[src/rtl/swap_issuer.sv]
// swap_issuer: command front end for the swapping register file.
// Requests enter a small FIFO through a valid/ready handshake. Illegal or
// no-op requests are dropped with an err pulse. Each legal request is issued
// to the register file as a one-cycle swap pulse. Its addresses are held
// steady for the whole swap sequence.
//
// Handshake: a request transfers on a rising edge where req_valid && req_ready.
// req_ready depends only on FIFO fullness, never on a same-cycle pop. While
// req_ready is low, the requester must hold req_valid and the request data.
module swap_issuer #(
   parameter int DEPTH       = 4,
   parameter int SWAP_CYCLES = 3
) (
   input  logic                   clk,
   input  logic                   rst,
   input  logic                   req_valid,
   output logic                   req_ready,
   input  logic [4:0]             req_a,
   input  logic [4:0]             req_b,
   output logic                   swap,
   output logic [4:0]             addr_a,
   output logic [4:0]             addr_b,
   output logic                   busy,
   output logic                   done,
   output logic                   err,
   output logic [$clog2(DEPTH):0] level
);

   localparam int AW = $clog2(DEPTH);
   localparam int CW = $clog2(SWAP_CYCLES + 1);

   typedef enum logic [1:0] {
      IDLE  = 2'd0,
      ISSUE = 2'd1,
      WAIT  = 2'd2
   } state_t;

   state_t        state;
   state_t        state_nxt;
   logic [9:0]    mem [DEPTH];
   logic [AW-1:0] wr_ptr;
   logic [AW-1:0] rd_ptr;
   logic [CW-1:0] cnt;
   logic          push;
   logic          pop;
   logic          empty;
   logic          full;
   logic          head_bad;
   logic [4:0]    head_a;
   logic [4:0]    head_b;

   assign full      = (level == (AW+1)'(DEPTH));
   assign empty     = (level == '0);
   assign req_ready = !full;
   assign push      = req_valid && !full;
   // The head is popped in any IDLE cycle; a same-cycle push is not visible yet.
   assign pop       = (state == IDLE) && !empty;
   assign head_a    = mem[rd_ptr][9:5];
   assign head_b    = mem[rd_ptr][4:0];
   // Register 0 is the register file's swap temporary, so it is never a legal operand.
   assign head_bad  = (head_a == head_b) || (head_a == 5'd0) || (head_b == 5'd0);

   // FIFO storage; contents need no reset because the pointers and level define validity.
   always_ff @(posedge clk) begin
      if (push) begin
         mem[wr_ptr] <= {req_a, req_b};
      end
   end

   // FIFO pointers and occupancy; pointers wrap naturally at power-of-two depth.
   always_ff @(posedge clk) begin
      if (rst) begin
         wr_ptr <= '0;
         rd_ptr <= '0;
         level  <= '0;
      end else begin
         if (push) wr_ptr <= wr_ptr + AW'(1);
         if (pop)  rd_ptr <= rd_ptr + AW'(1);
         case ({push, pop})
            2'b10:   level <= level + (AW+1)'(1);
            2'b01:   level <= level - (AW+1)'(1);
            default: level <= level;
         endcase
      end
   end

   // FSM state register.
   always_ff @(posedge clk) begin
      if (rst) state <= IDLE;
      else     state <= state_nxt;
   end

   // Datapath registers: latched addresses, swap countdown and the discard pulse.
   always_ff @(posedge clk) begin
      if (rst) begin
         addr_a <= '0;
         addr_b <= '0;
         cnt    <= '0;
         err    <= 1'b0;
      end else begin
         err <= pop && head_bad;
         if (pop && !head_bad) begin
            addr_a <= head_a;
            addr_b <= head_b;
         end
         if (state == ISSUE) begin
            cnt <= CW'(SWAP_CYCLES - 1);
         end else if ((state == WAIT) && (cnt != '0)) begin
            cnt <= cnt - CW'(1);
         end
      end
   end

   // Next-state logic: illegal heads keep the FSM in IDLE so they drain one per cycle.
   always_comb begin
      state_nxt = state;
      case (state)
         IDLE:    if (pop && !head_bad) state_nxt = ISSUE;
         ISSUE:   state_nxt = WAIT;
         WAIT:    if (cnt == '0) state_nxt = IDLE;
         default: state_nxt = IDLE;
      endcase
   end

   // Moore outputs decoded from the registered state.
   always_comb begin
      swap = (state == ISSUE);
      busy = (state != IDLE);
      done = (state == WAIT) && (cnt == '0);
   end

endmodule

[config.mk]
export PLATFORM = sky130hd
export DESIGN_NAME = swap_issuer
export DESIGN_NICKNAME = d
export VERILOG_FILES = /design/src/rtl/swap_issuer.sv
export SDC_FILE = /design/constraint.sdc
export NUM_CORES = 1
export LEC_CHECK = 0
export ABC_AREA = 0
export CAP_MARGIN = 20
export CORE_MARGIN = 1
export CORE_UTILIZATION = 50
export DETAILED_ROUTE_END_ITERATION = 8
export DONT_BUFFER_PORTS = 1
export PLACE_DENSITY = 0.64
export SLEW_MARGIN = 10
export SYNTH_ARGS = -nofsm -noshare
export SYNTH_HDL_FRONTEND = slang
export SYNTH_SLANG_ARGS = --single-unit
[constraint.sdc]
create_clock -name clk -period 2.1 [get_ports clk]
set_input_delay 0.315 -clock clk [delete_from_list [all_inputs] [get_ports clk]]
set_output_delay 0.315 -clock clk [all_outputs]
set_load 0.1 [all_outputs]
==> metrics.txt <==
status complete, but fails checks; violations in the final reports setup timing; clock tree from TritonCTS yes; synthesized flop and latch total 64; fraction of the yosys area taken by sequential cells 63.0%; met2 capacity usage during global routing 31.3%; CP Data Arrival Time 2.51 ns; Startpoint Class register; maximum fanout along the worst path 5; total wire length after detailed routing 4820 µm; per-cell routed wire length 15.6 µm; Worst Skew 0.0107 ns; DRC violation count after routing 0; pin count of the biggest net entering global routing 34; count of mapped cells out of synthesis 186; peak-usage layer in the global routing report met2; Clock transition at path regs 0.07 ns; number of max-capacitance violations reported 0; largest delay contributor family on the critical path multiplexers; buffer and inverter count on the worst path 1; M1 GR Usage 24.6%; Setup-failing EPs final 12; max frequency 435 MHz; total number of clock tree sinks 64; summed negative setup slack over all endpoints -2.30 ns; Yosys warnings 0; final antenna-violating net count 0; Layout Area Growth over Synthesis 26.0%; classification of the worst setup path reg2reg; number of global-route vias before repair 1630; tightest slew margin relative to the limit 65.2%; Tot GR Track Use 20.0%; number of buffers on the longest clock path 2; Cell Count, Final, Fillers Out 308; kind of capture point of the worst setup path register; endpoint of the worst setup timing path addr_a[3]$_SDFFE_PP0P_; worst flop-to-flop path endpoint addr_a[3]$_SDFFE_PP0P_; NumNets Final 253; R2R cell count 6; CP Data Required Time 2.31 ns; # H-tree levels 3; placed cells 287; Horiz. Die Dim 75.0 µm; initial antenna violation count 0; number of design-rule violations left by the first detailed-router iteration 84; critical path's slowest cell sky130_fd_sc_hd__or4_4; number of antenna cells inserted 0; global-route wire length before repair 7720 µm; mean instance size in the synthesized netlist 14.3 µm²; final worst-path cycle share 110%; total clock buffers created by CTS 9; commonest non-fill, non-tap cell in the layout sky130_fd_sc_hd__edfxtp_1; I/O pin cnt 31; number of core rows 26; post-cts hold buffer count 0; total number of vias 1567; number of failing hold endpoints at the final stage 0; Core Box Area 5110 µm²; root buffer cell sky130_fd_sc_hd__clkbuf_8; number of vias per cell 5.09; FILL cells 381; R2R Setup Slk -0.20 ns; type of the tightest min-delay check in2reg; transition time at the pin with the least slew margin 0.522 ns; fraction of final layout cells sized beyond drive strength 1 39.1%; CP Depth 6; most frequent cells in the layout sky130_fd_sc_hd__edfxtp_1 (40), sky130_fd_sc_hd__buf_4 (36), sky130_fd_sc_hd__nand2b_1 (19), sky130_fd_sc_hd__dfxtp_1 (19), sky130_fd_sc_hd__nor2_1 (14); overflow left after global routing 0; last weighted congestion value of the routability-driven placer 0.790; ordered list of cells on the worst path buf_6, mux4_2, or4_4, o22ai_4, a211oi_4, mux2i_1; Die Ht 75.0 µm; effective utilization at floorplan 52.2%; count of TritonRoute iterations in the first routing pass 4; DPL Wire Length 3290 µm; global routing usage on met3 8.84%; cell area after synthesis 2670 µm²; die area 5630 µm²; IO Port Bufs 0; clock latency on the worst-skew pair 0.34 ns; number of distinct library cells after synthesis 32; final critical-path setup slack -0.200 ns; setup repair after global routing missed its margin true; Max Slew Vio Count 0; worst stage delay on the critical path 0.57 ns; Post-Place Setup Slack -0.452 ns; Net Count, Synth 206; final critical-path required period 2.30 ns
==> registers in the layout (all words and copies together) (netlist names), named ones only <==
name and flops:
mem 40, addr_a 5, addr_b 5, level 3, cnt 2, rd_ptr 2, state 2, wr_ptr 2
err 1
==> synth_stat cells <==
master                     instances  area (µm²)
sky130_fd_sc_hd__a211oi_1          1        7.51
sky130_fd_sc_hd__a21oi_1           5        25.0
sky130_fd_sc_hd__a31oi_1           1        6.26
sky130_fd_sc_hd__and2_1            1        6.26
sky130_fd_sc_hd__and3_1            5        31.3
sky130_fd_sc_hd__buf_6             2        22.5
sky130_fd_sc_hd__clkbuf_1          4        15.0
sky130_fd_sc_hd__dfxtp_1          24         480
sky130_fd_sc_hd__edfxtp_1         40        1200
sky130_fd_sc_hd__fa_1              1        20.0
sky130_fd_sc_hd__ha_1              6        75.1
sky130_fd_sc_hd__inv_1            10        37.5
sky130_fd_sc_hd__mux2i_1          10         100
sky130_fd_sc_hd__mux4_1            2        52.6
sky130_fd_sc_hd__mux4_2            8         180
sky130_fd_sc_hd__nand2_1           3        11.3
sky130_fd_sc_hd__nand2b_1         19         119
sky130_fd_sc_hd__nand3_1           1        5.00
sky130_fd_sc_hd__nor2_1           14        52.6
sky130_fd_sc_hd__nor2b_1           1        6.26
sky130_fd_sc_hd__nor3_1            3        15.0
sky130_fd_sc_hd__nor3_2            1        10.0
sky130_fd_sc_hd__nor3b_1           3        22.5
sky130_fd_sc_hd__o21ai_0           2        10.0
sky130_fd_sc_hd__o21bai_1          1        7.51
sky130_fd_sc_hd__o22ai_2           1        12.5
sky130_fd_sc_hd__or2_2             3        18.8
sky130_fd_sc_hd__or2b_1            1        7.51
sky130_fd_sc_hd__or3_1             1        6.26
sky130_fd_sc_hd__or4_1             2        15.0
sky130_fd_sc_hd__xnor2_1           2        17.5
sky130_fd_sc_hd__xor2_1            8        70.1
==> repair_timing <==
item                       in CTS  in global routing
setup buffers                   4                  0
hold endpoints to repair        0                  0
gates resized for setup        14                  2
pin swaps                       5                  2
setup endpoints to repair      13                 13
cloned                          1                  0
==> layer usage <==
layer / share of wire (%) / vias up
met3: 6.3 / 6
met4: 1.1 / 0
met5: 0 / -
met2: 50 / 45
li1: - / 762
met1: 43 / 754
==> worst min path at each step <==
| stage | slack [ns] | startpoint | cells after the start | end |
|---|---|---|---|---|
| floorplan | 0.41 | req_b[0] | 0 | mem[0][0]$_DFFE_PP_ |
| global placement | 0.38 | rst | 1 | level[2]$_SDFFE_PP0P_ |
| detailed placement | 0.39 | rst | 1 | level[1]$_SDFFE_PP0P_ |
| CTS | 0.01 | rst | 1 | level[2]$_SDFFE_PP0P_ |
| global route | 0.01 | rst | 1 | level[2]$_SDFFE_PP0P_ |
| finish | 0.04 | rst | 1 | level[2]$_SDFFE_PP0P_ |
==> logic make-up (layout without fill, tap and decap cells) <==
group           Yosys count  in the layout  share of synthesized area [%]
flops                    64             64                           63.0
simple gates             58             58                           12.2
mux                      20             20                           12.5
buf+inv                  16             67                           2.81
compound gates           11             12                           2.58
xor+xnor                 10             10                           3.28
fa+ha+maj                 7              7                           3.56
==> cell type report <==
class	count	area (µm²)	share of cell area (%)
Tap cell	70	87.6	2.61
Sequential cell	64	1700	50.5
Clock inverter	7	70.1	2.08
Clock buffer	9	124	3.69
Timing Repair Buffer	41	335	9.98
Multi-Input combinational cell	107	1000	29.9
Inverter	10	42.5	1.27
==> metrics by stage <==
step | util (%) | hold slack (ns) | instance area, µm²
6_report | 65.8 | 0.0353 | 3360
3_3_place_gp | 60.2 | 0.383 | 3070
4_1_cts | 65.7 | 0.0102 | 3360
3_5_place_dp | 60.2 | 0.390 | 3070
2_1_floorplan | - | 0.414 | 2740
5_1_grt | 65.8 | 0.00975 | 3360
Power is not shown: default switching activity piles up to over one toggle a cycle in this logic, so the estimate is an artifact.
